<file path="src/rtl/jogador_automatico_pkg.sv">
// jogo_pkg: shared types and helpers for the automatic memory-game player.
// Contents: estado_jogador_t (fixed debug codes), SEQ_W (LED/button width), eh_onehot().
package jogo_pkg;
    localparam int SEQ_W = 4;
    typedef enum logic [3:0] {
        INICIAL      = 4'd0,
        ESPERA_EXIBE = 4'd1,
        CAPTURA      = 4'd2,
        ESPERA_RESP  = 4'd3,
        PRESSIONA    = 4'd4,
        SOLTA        = 4'd5,
        FIM          = 4'd6
    } estado_jogador_t;
    function automatic logic eh_onehot(input logic [SEQ_W-1:0] v);
        return (v != '0) && ((v & (v - 1'b1)) == '0);
    endfunction
endpackage

</file>
<file path="src/rtl/jogador_automatico_if.sv">
// jogador_automatico_if: game-side signal bundle between jogo_playseq and the automatic player.
// master (game side): drives habilita, exibindo, leds, erra; reads botoes, ocupado, n_jogadas, erro_captura, db_estado.
// slave (player side): the opposite directions.
interface jogador_automatico_if;
    import jogo_pkg::*;
    logic habilita;
    logic exibindo;
    logic erra;
    logic [SEQ_W-1:0] leds;
    logic [SEQ_W-1:0] botoes;
    logic ocupado;
    logic erro_captura;
    logic [4:0] n_jogadas;
    logic [3:0] db_estado;
    modport master (
        output habilita, exibindo, leds, erra,
        input  botoes, ocupado, n_jogadas, erro_captura, db_estado
    );
    modport slave (
        input  habilita, exibindo, leds, erra,
        output botoes, ocupado, n_jogadas, erro_captura, db_estado
    );
endinterface

</file>
<file path="src/rtl/jogador_automatico_temporizador.sv">
// temporizador_jogador: loadable down-counter that stops at zero.
// Ports: clock, reset_n (async, active-low), carga/valor_carga (load), valor (count), zero (count==0).
module temporizador_jogador #(
    parameter int W = 9
) (
    input  logic         clock,
    input  logic         reset_n,
    input  logic         carga,
    input  logic [W-1:0] valor_carga,
    output logic [W-1:0] valor,
    output logic         zero
);
    assign zero = valor == '0;
    always_ff @(posedge clock or negedge reset_n)
        if (!reset_n)
            valor <= '0;
        else if (carga)
            valor <= valor_carga;
        else if (!zero)
            valor <= valor - 1'b1;
endmodule

</file>
<file path="src/rtl/jogador_automatico.sv">
// jogador_automatico: records the sequence shown on leds and replays it on botoes.
// Ports: clock, reset_n (async, active-low), jog (jogador_automatico_if.slave: habilita, exibindo,
// leds, erra in; botoes, ocupado, n_jogadas, erro_captura, db_estado out).
// Optional macro JOGADOR_ERRO_EN: when defined, erra=1 at the end of capture rotates the last replayed step.
module jogador_automatico
    import jogo_pkg::*;
#(
    parameter int MAX_SEQ      = 16,
    parameter int RESP_CYCLES  = 500,
    parameter int PRESS_CYCLES = 500,
    parameter int GAP_CYCLES   = 500
) (
    input logic                 clock,
    input logic                 reset_n,
    jogador_automatico_if.slave jog
);
    localparam int PW   = $clog2(MAX_SEQ);
    localparam int TMAX = RESP_CYCLES > PRESS_CYCLES ?
                          (RESP_CYCLES > GAP_CYCLES ? RESP_CYCLES : GAP_CYCLES) :
                          (PRESS_CYCLES > GAP_CYCLES ? PRESS_CYCLES : GAP_CYCLES);
    localparam int TW   = TMAX > 2 ? $clog2(TMAX) : 1;
    localparam logic [TW-1:0] T_RESP  = TW'(RESP_CYCLES - 1);
    localparam logic [TW-1:0] T_PRESS = TW'(PRESS_CYCLES - 1);
    localparam logic [TW-1:0] T_GAP   = TW'(GAP_CYCLES - 1);
`ifdef JOGADOR_ERRO_EN
    localparam bit ERRO_EN = 1'b1;
`else
    localparam bit ERRO_EN = 1'b0;
`endif
    estado_jogador_t  estado;
    logic [SEQ_W-1:0] memoria [MAX_SEQ];
    logic [SEQ_W-1:0] leds_q, botoes_r, passo;
    logic [4:0]       n_r;
    logic [PW-1:0]    rd, idx;
    logic [TW-1:0]    tempo, valor_carga;
    logic             erro_r, erra_q, evento, grava, abortar, ultimo, carga, zero;
    assign evento  = leds_q == '0 && jog.leds != '0;
    assign grava   = jog.habilita && jog.exibindo && estado == CAPTURA && evento &&
                     eh_onehot(jog.leds) && n_r != 5'(MAX_SEQ);
    assign abortar = jog.exibindo && (estado == ESPERA_RESP || estado == PRESSIONA || estado == SOLTA);
    assign ultimo  = 5'(rd) + 5'd1 == n_r;
    // Step about to be driven: entry 0 when leaving ESPERA_RESP, rd+1 when leaving SOLTA.
    assign idx     = estado == SOLTA ? rd + 1'b1 : '0;
    assign passo   = (ERRO_EN && erra_q && 5'(idx) + 5'd1 == n_r) ?
                     {memoria[idx][SEQ_W-2:0], memoria[idx][SEQ_W-1]} : memoria[idx];
    // CAPTURA keeps reloading the response delay; elsewhere a reload on expiry is harmless
    // outside the replay states and picks the next phase length inside them.
    assign carga       = estado == CAPTURA || tempo == '0;
    assign valor_carga = estado == CAPTURA ? T_RESP : estado == PRESSIONA ? T_GAP : T_PRESS;
    temporizador_jogador #(.W(TW)) u_temporizador (
        .clock      (clock),
        .reset_n    (reset_n),
        .carga      (carga),
        .valor_carga(valor_carga),
        .valor      (tempo),
        .zero       (zero)
    );
    always_ff @(posedge clock)
        if (grava)
            memoria[n_r[PW-1:0]] <= jog.leds;
    always_ff @(posedge clock or negedge reset_n)
        if (!reset_n) begin
            estado   <= INICIAL;
            botoes_r <= '0;
            n_r      <= '0;
            erro_r   <= 1'b0;
            leds_q   <= '0;
            rd       <= '0;
            erra_q   <= 1'b0;
        end else begin
            leds_q <= jog.leds;
            if (!jog.habilita) begin
                estado   <= INICIAL;
                botoes_r <= '0;
            end else if (abortar) begin
                estado   <= CAPTURA;
                botoes_r <= '0;
                n_r      <= '0;
            end else
                case (estado)
                    INICIAL: begin
                        erro_r <= 1'b0;
                        estado <= ESPERA_EXIBE;
                    end
                    ESPERA_EXIBE:
                        if (jog.exibindo) begin
                            n_r    <= '0;
                            estado <= CAPTURA;
                        end
                    CAPTURA:
                        if (!jog.exibindo) begin
                            erra_q <= jog.erra;
                            estado <= n_r == '0 ? FIM : ESPERA_RESP;
                        end else if (grava)
                            n_r <= n_r + 5'd1;
                        else if (evento)
                            erro_r <= 1'b1;
                    ESPERA_RESP:
                        if (zero) begin
                            rd       <= '0;
                            botoes_r <= passo;
                            estado   <= PRESSIONA;
                        end
                    PRESSIONA:
                        if (zero) begin
                            botoes_r <= '0;
                            estado   <= SOLTA;
                        end
                    SOLTA:
                        if (zero) begin
                            rd       <= ultimo ? rd : rd + 1'b1;
                            botoes_r <= ultimo ? '0 : passo;
                            estado   <= ultimo ? FIM : PRESSIONA;
                        end
                    FIM: begin
                        botoes_r <= '0;
                        estado   <= ESPERA_EXIBE;
                    end
                    default: estado <= INICIAL;
                endcase
        end
    assign jog.botoes       = botoes_r;
    assign jog.n_jogadas    = n_r;
    assign jog.erro_captura = erro_r;
    assign jog.db_estado    = estado;
    assign jog.ocupado      = estado == CAPTURA || estado == ESPERA_RESP ||
                              estado == PRESSIONA || estado == SOLTA;
endmodule

</file>
<file path="src/flat_wrapper.sv">
// flat-port wrapper written by rule: the top's interface ports become plain ports
module jogador_automatico_flat import jogo_pkg::*;
#(
    parameter int MAX_SEQ      = 16,
    parameter int RESP_CYCLES  = 500,
    parameter int PRESS_CYCLES = 500,
    parameter int GAP_CYCLES   = 500
)
  (clock, reset_n, jog_habilita, jog_exibindo, jog_leds, jog_erra, jog_botoes, jog_ocupado, jog_n_jogadas, jog_erro_captura, jog_db_estado);
  jogador_automatico_if jog_i ();
  input logic clock;
  input logic reset_n;
  input wire logic [$bits(jog_i.habilita)-1:0] jog_habilita;
  input wire logic [$bits(jog_i.exibindo)-1:0] jog_exibindo;
  input wire logic [$bits(jog_i.leds)-1:0] jog_leds;
  input wire logic [$bits(jog_i.erra)-1:0] jog_erra;
  output wire logic [$bits(jog_i.botoes)-1:0] jog_botoes;
  output wire logic [$bits(jog_i.ocupado)-1:0] jog_ocupado;
  output wire logic [$bits(jog_i.n_jogadas)-1:0] jog_n_jogadas;
  output wire logic [$bits(jog_i.erro_captura)-1:0] jog_erro_captura;
  output wire logic [$bits(jog_i.db_estado)-1:0] jog_db_estado;
  assign jog_i.habilita = jog_habilita;
  assign jog_i.exibindo = jog_exibindo;
  assign jog_i.leds = jog_leds;
  assign jog_i.erra = jog_erra;
  assign jog_botoes = jog_i.botoes;
  assign jog_ocupado = jog_i.ocupado;
  assign jog_n_jogadas = jog_i.n_jogadas;
  assign jog_erro_captura = jog_i.erro_captura;
  assign jog_db_estado = jog_i.db_estado;
  jogador_automatico #(.MAX_SEQ(MAX_SEQ), .RESP_CYCLES(RESP_CYCLES), .PRESS_CYCLES(PRESS_CYCLES), .GAP_CYCLES(GAP_CYCLES)) u_core (.clock(clock), .reset_n(reset_n), .jog(jog_i));
endmodule
</file>
<file path="config.mk">
export PLATFORM = sky130hd
export DESIGN_NAME = jogador_automatico_flat
export DESIGN_NICKNAME = d
export VERILOG_FILES = /design/src/rtl/jogador_automatico_pkg.sv /design/src/rtl/jogador_automatico_if.sv /design/src/rtl/jogador_automatico_temporizador.sv /design/src/rtl/jogador_automatico.sv /design/src/flat_wrapper.sv
export SDC_FILE = /design/constraint.sdc
export NUM_CORES = 1
export LEC_CHECK = 0
export CAP_MARGIN = 20
export CORE_ASPECT_RATIO = 0.8
export CORE_UTILIZATION = 50
export CTS_BUF_LIST = sky130_fd_sc_hd__clkbuf_8
export CTS_CLUSTER_SIZE = 16
export DETAILED_ROUTE_END_ITERATION = 8
export PLACE_DENSITY = 0.69
export SETUP_SLACK_MARGIN = 0.1
export SLEW_MARGIN = 5
export SYNTH_ARGS = -nofsm -noshare
export SYNTH_HDL_FRONTEND = slang
export SYNTH_SLANG_ARGS = --single-unit
</file>
<file path="constraint.sdc">
create_clock -name clock -period 8.5 [get_ports clock]
set_input_delay 1.7 -clock clock [delete_from_list [all_inputs] [get_ports clock]]
set_output_delay 1.7 -clock clock [all_outputs]
set_load 0.1 [all_outputs]
</file>
==> impl_metrics.tcl <==
set metrics [dict create \
    wl_per_cell_um 19.0 \
    p_per_area_nw_per_um2 219 \
    syn_inst 322 \
    drive_above_1_share 0.124 \
    rsz0062_at_grt "no" \
    synth-seq-area-share 0.623 \
    cts_inserted_buffers 9 \
    ctsResizeCount 0 \
    grt_start_max_net_pins 31 \
    first_iter_violations 165 \
    setup_viol 0 \
    start_util 0.528 \
    path_class "input pin to register" \
    wl_um 8650 \
    synth_edf_count 64 \
    status "finished clean" \
    critical_path.cell_chain "clkdlybuf4s50_1 > maj3_1 > o21a_1 > nor3_2 > nand2_1 > nor3_1" \
    placed_area_um2 4580 \
    crit-reg2reg-capture "u_core.jog.botoes[2]" \
    synth-seq-cells 94 \
    yosys_warnings 0 \
    drt_pass1_iterations 4 \
    synthFlopType "edfxtp_1" \
    grt_pass1_vias 2583 \
    critPathLaunchType "input pin" \
    reg2reg_from "u_core.jog.db_estado[1]" \
    synthArstFlopShare 0.319 \
    core_area_um2 8130 \
    peakVddDrop_v 0.000146 \
    hold_class "register to register" \
    dp_cells 438 \
    reg2reg_slack_ns 5.18 \
    skew_ns 0.0112 \
    num_vias 2714 \
    rr_worst_depth 6 \
    vias_per_cell 5.98 \
    leakagePower_nw 1.65 \
    hold_viol_final 0 \
    port-buffer-count 21 \
    fmax_ghz 0.222 \
    overflow 0 \
    crit_required_ns 8.50 \
    area_delta_synth_final_pct 10.9 \
    post-dp-hpwl_um 5910 \
    syn_nets 338 \
    num_rows 29 \
    die_area_um2 8950 \
    grt_pass1_wl_um 14200 \
    holdPathEnd "u_core.jog.botoes[3]" \
    avgSynthCellArea_um2 13.3 \
    clock_latency_ns 0.37 \
    die_h_um 84.8 \
    tns_ns 0 \
    cts_setup_buffers 0 \
    cts_hold_repair.buffers 0 \
    min_period_over_period 0.530 \
    worstPathMaxFanout 20 \
    grt_antenna_before_repair 0 \
    final_nets 357 \
    multi_input_area_um2 1510 \
    maxCapViolCount 0 \
    grt_usage 0.216 \
    antennaDiodeCount 0 \
    drc 0 \
    fin_crit_ns 4.51 \
    num_io_pins 24 \
    crit_slowest_cell "clkdlybuf4s50_1" \
    min_from "u_core.jog.botoes[3]" \
    clock_path_buffers 2 \
    worst_slack_ns 3.99 \
    hold_depth 1 \
    die_x_um 106 \
    seqCellArea_um2 2670 \
    arrival_ns 4.51 \
    gp_congestion 0.907 \
    cts_max_level 3 \
    fin_cells 454 \
    fill_cells 669 \
    synth_area_um2 4290 \
    cts.sinks 94 \
    ant_nets 0 \
    maxSlewHeadroom 0.344 \
    cp_num_buf_inv 1 \
    worst_pin_slew_ns 0.981 \
    crit_family "simple AND/OR/NAND/NOR gates" \
    clk_pin_slew_ns 0.09 \
    end_kind "register" \
    maxSlewViolCount 0 \
    fin_area_um2 4760 \
    synth_cell_types 61 \
    dp_slack_ns 3.62 \
    cts_tree "built" \
    cts.root.buffer_cell "clkbuf_8" \
    slowest_delay_ns 0.78 \
]
worst register-to-register path: cells and delay by family (launching register included):
family	cells	cell delay, ns
DFF	1	0.51
muxes	1	0.61
and+or+nand+nor	2	1.42
AOI/OAI and AO/OA	3	0.68
how the worst max path moves through the flow:
| stage | slack, ns | cells after the start | end | startpoint |
|---|---|---|---|---|
| final | 3.99 | 6 | u_core.memoria[0][1] | jog_leds[2] |
| after global routing | 3.75 | 6 | u_core.memoria[0][1] | jog_leds[2] |
| after CTS | 3.99 | 6 | u_core.memoria[0][1] | jog_leds[0] |
| after detailed placement | 3.62 | 6 | u_core.memoria[0][1] | jog_leds[0] |
| after global placement | 3.72 | 6 | u_core.memoria[2][0] | jog_leds[1] |
| after floorplan | 4.69 | 5 | u_core.memoria[3][0] | jog_exibindo |
placed cells by master, fill, tap and decap left out, types with 5 or more instances in the layout:
master / n
edfxtp_1: 64
nor2_1: 30
dfrtp_1: 30
nand2_1: 22
clkdlybuf4s50_1: 21
inv_1: 11
a21oi_1: 11
o21ai_0: 10
nand3_1: 10
mux4_2: 10
clkbuf_8: 10
mux2_2: 9
nor3_1: 8
xor2_1: 8
ha_1: 7
xnor2_1: 6
mux2i_1: 6
nand2b_1: 5
cell usage after synthesis, types with 8 or more instances:
library cell	count	share of area
edfxtp_1	64	0.45
dfrtp_1	30	0.18
nor2_1	30	0.026
nand2_1	22	0.019
a21oi_1	11	0.013
clkbuf_1	10	0.0088
inv_1	10	0.0088
mux4_2	10	0.053
nand3_1	10	0.012
o21ai_0	10	0.012
mux2_2	9	0.024
nor3_1	8	0.0093
xor2_1	8	0.016
report_power, final:
group          leakage, nW  switching, mW  internal [mW]
sequential           0.951         0.0326          0.511
combinational        0.602          0.156         0.0763
clock               0.0942          0.152          0.113
final cells by class:
type / count / share of cell area
Sequential cell: 94 / 0.562
Multi-Input combinational cell: 202 / 0.316
Timing Repair Buffer: 24 / 0.0489
Clock buffer: 10 / 0.0289
Tap cell: 108 / 0.0284
Inverter: 10 / 0.00789
Clock inverter: 6 / 0.00763
cells by family (layout without fill, tap and decap cells):
kind of cell / after synthesis / count (layout) / synth area share
other: 1 / 1 / 0.000874
AOI/OAI and AO/OA: 56 / 56 / 0.0910
and+or+nand+nor: 98 / 98 / 0.118
buffers and inverters: 26 / 50 / 0.0260
xor gates and xnor gates: 14 / 14 / 0.0286
muxes: 25 / 25 / 0.0901
DFF: 94 / 94 / 0.623
adders and majority gates: 8 / 8 / 0.0228
flip-flops by register name (all words and copies together), names as in the netlist:
| register | count |
|---|---|
| u_core.jog.botoes | 4 |
| u_core.jog.db_estado | 3 |
| u_core.jog.erro_captura | 1 |
| u_core.jog.n_jogadas | 5 |
| u_core.leds_q | 4 |
| u_core.memoria | 64 |
| u_core.rd | 4 |
| u_core.u_temporizador.valor | 9 |
metal layers:
| metal | vias to the layer above | global-route usage | wire (um) |
|---|---|---|---|
| met2 | 92 | 0.319 | 3890 |
| met1 | 1359 | 0.325 | 4120 |
| met5 | - | 0 | 0 |
| li1 | 1253 | - | - |
| met4 | 0 | 0.0682 | 115 |
| met3 | 10 | 0.0438 | 525 |
metrics by stage:
stage / hold WS [ns] / utilization / total power, mW
2_1_floorplan: 0.472 / - / 0.730
3_3_place_gp: 0.490 / 0.564 / 0.780
3_5_place_dp: 0.501 / 0.564 / 0.784
4_1_cts: 0.524 / 0.585 / 1.05
5_1_grt: 0.549 / 0.585 / 1.09
6_report: 0.522 / 0.585 / 1.04
No activity file was read; power rests on OpenSTA's default activity.
==> RTL edit (same settings) <==
`RESP_CYCLES` is set to 500 in 2 places; all go to 250.
--- a/src/rtl/jogador_automatico.sv
+++ b/src/rtl/jogador_automatico.sv
@@ -6,7 +6,7 @@
     import jogo_pkg::*;
 #(
     parameter int MAX_SEQ      = 16,
-    parameter int RESP_CYCLES  = 500,
+    parameter int RESP_CYCLES  = 250,
     parameter int PRESS_CYCLES = 500,
     parameter int GAP_CYCLES   = 500
 ) (
--- a/src/flat_wrapper.sv
+++ b/src/flat_wrapper.sv
@@ -2,7 +2,7 @@
 module jogador_automatico_flat import jogo_pkg::*;
 #(
     parameter int MAX_SEQ      = 16,
-    parameter int RESP_CYCLES  = 500,
+    parameter int RESP_CYCLES  = 250,
     parameter int PRESS_CYCLES = 500,
     parameter int GAP_CYCLES   = 500
 )
Function: no difference found for any inputs over 10 cycles, from zero or initial values and one cycle with reset_n low; that may be too few to reach the edited logic, so the function may still have changed.
==> RTL edit against the original RTL <==
Global-route usage fell by 0.89 points. Sequential share of layout area fell by 0.43 points. Sequential cell count did not move. Synthesized area rose by 0.50%. First-iteration DRC count rose by 30%. Sequential power rose by 1%. Final area rose by 0.76%. Power rose by 2.4%. Wire length fell by 0.90%. Clock skew rose by 3.0 ps. Worst setup slack improved by 160 ps. Largest cell class unchanged. Highest routed layer unchanged.
==> RTL edit: results (changes against the original RTL) <==
placement:
  post-dp-hpwl_um: 5796  # -2.0%
  dp_slack_ps: 3788  # +165.9 ps
  placed_area_um2: 4608  # +0.55%
  port_buffers: 21  # unchanged
  gp_congestion: 0.8132  # -10%
yosys:
  ys_types: 57  # -6.6%
  ys_seq_area_share_pct: 62.00  # -0.31 points
  yosysTopAreaCell: "edfxtp_1"
  syn-num-nets: 335  # -0.89%
  synth-edff-count: 64  # unchanged
  async_reset_ff_share_pct: 31.91  # unchanged
  yosysWarnings: 0  # unchanged
  synth_area_leaders: "edfxtp_1 45%, dfrtp_1 17%, mux4_2 4.2%, nand2_1 2.3%, ha_1 2.0%"
  synth_common_cells: "64 x edfxtp_1, 30 x dfrtp_1, 26 x nand2_1"
clock_network:
  cts-root-buf: "clkbuf_8"
  cts_resized: 0  # unchanged
  postCtsSetupBuffers: 0  # unchanged
  clk_pin_slew_ps: 100
  clk_latency_ps: 370  # about the same
  cts_buffers: 9  # unchanged
  clock_path_buffers: 2  # unchanged
setup_path:
  arrival_ps: 4360  # -150 ps
  cp_max_fo: 19  # -5.0%
grt:
  grt_max_degree: 31  # unchanged
  grt_use_total_pct: 20.72  # -0.89 points
  grt_antenna_before_repair: 0  # unchanged
  grt_pass1_vias: 2624  # +1.6%
  grt_pass1_wl_um: 13780  # -3.0%
sta:
  final.setup_skew_ps: 14.22  # +2.983 ps
  max_slew_margin_pct: 33.55  # -0.84 points
drt:
  firstDrtPassIters: 5  # +1
  drtIter0Drc: 215  # +30%
  routed_wl_um: 8570  # -0.90%
  num_vias: 2679  # -1.3%
final_layout:
  drive_gt1_share_pct: 11.63  # -0.80 points
  largest_register_ffs: 64  # unchanged
  final_nets: 355  # -0.56%
  n_antenna_cell: 0  # unchanged
hold_path:
  worstHoldPathType: "reg -> reg"
power_and_ir_drop:
  power.leakage_nw: 1.668  # +1.3%
  irDropWorstVdd_mv: 0.1187  # -19%
run_status:
  status: "finished, final reports clean"
-- RTL edit: cell count changes in the layout (fill, tap and decap cells not counted), sizes merged, moves of 5 or more --
cell / change
a221oi: +5
nand3: -8
nor2: -8
nor3b: +5
o2bb2ai: +6
xor2: -5
-- RTL edit: kinds of logic (layout without fill, tap and decap cells) --
kind of cell / count (synthesis) / in the layout / share of synthesized area (%)
compound gates: 63 / 63 / 11.03
xor+xnor: 12 / 12 / 2.932
fa+ha+maj: 8 / 8 / 2.264
buf+inv: 24 / 49 / 2.235
flops: 94 / 94 / 62.00
mux: 21 / 21 / 7.402
other cells: 1 / 1 / 0.08700
simple gates: 96 / 96 / 12.05
-- RTL edit: routing by layer --
metal | up-vias | GRT usage (%) | share of wire (%)
li1 | 1248 | - | -
met1 | 1337 | 29.33 | 47
met2 | 81 | 31.55 | 46
met3 | 13 | 5.837 | 6.3
met4 | 0 | 6.061 | 1.3
met5 | - | 0 | 0
-- RTL edit: layout make-up --
type	instances	area, µm²
Multi-Input combinational cell	201	1541
Tap cell	108	135.1
Fill cell	677	3334
Clock buffer	9	123.9
Inverter	11	41.29
Timing Repair Buffer	22	217.7
Sequential cell	94	2673
Clock inverter	7	61.31
-- RTL edit: final timing paths --
check	start	endpoint	slack [ps]	cells past startpoint
max	jog_leds[3]	u_core.memoria[1][2]	4150	6
max in group asynchronous	reset_n	u_core.jog.botoes[1]	6480	2
min in group asynchronous	reset_n	u_core.leds_q[1]	1710	2
min reg2reg	u_core.jog.botoes[3]	u_core.jog.botoes[3]	500	1
max reg2reg	u_core.jog.db_estado[1]	u_core.memoria[1][2]	5380	5
min	u_core.jog.botoes[3]	u_core.jog.botoes[3]	500	1
-- RTL edit: critical path, stage by stage --
cell and delay (ps):
clkdlybuf4s50_1 780, maj3_1 510, o21a_1 200, nor3b_2 440, nand2_1 240, nor3_1 490
-- RTL edit: stage by stage --
step	hold WS, ps	cells
final	504.0	452
after global routing	527.0	452
after CTS	505.5	452
after detailed placement	479.8	436
after global placement	476.1	436
after floorplan	450.8	319
-- RTL edit: power by group --
| group | switching, mW | internal [mW] | total, mW | leakage [nW] |
|---|---|---|---|---|
| logic | 0.155 | 0.0759 | 0.231 | 0.641 |
| clock network | 0.172 | 0.113 | 0.285 | 0.0945 |
| registers | 0.0379 | 0.511 | 0.549 | 0.933 |
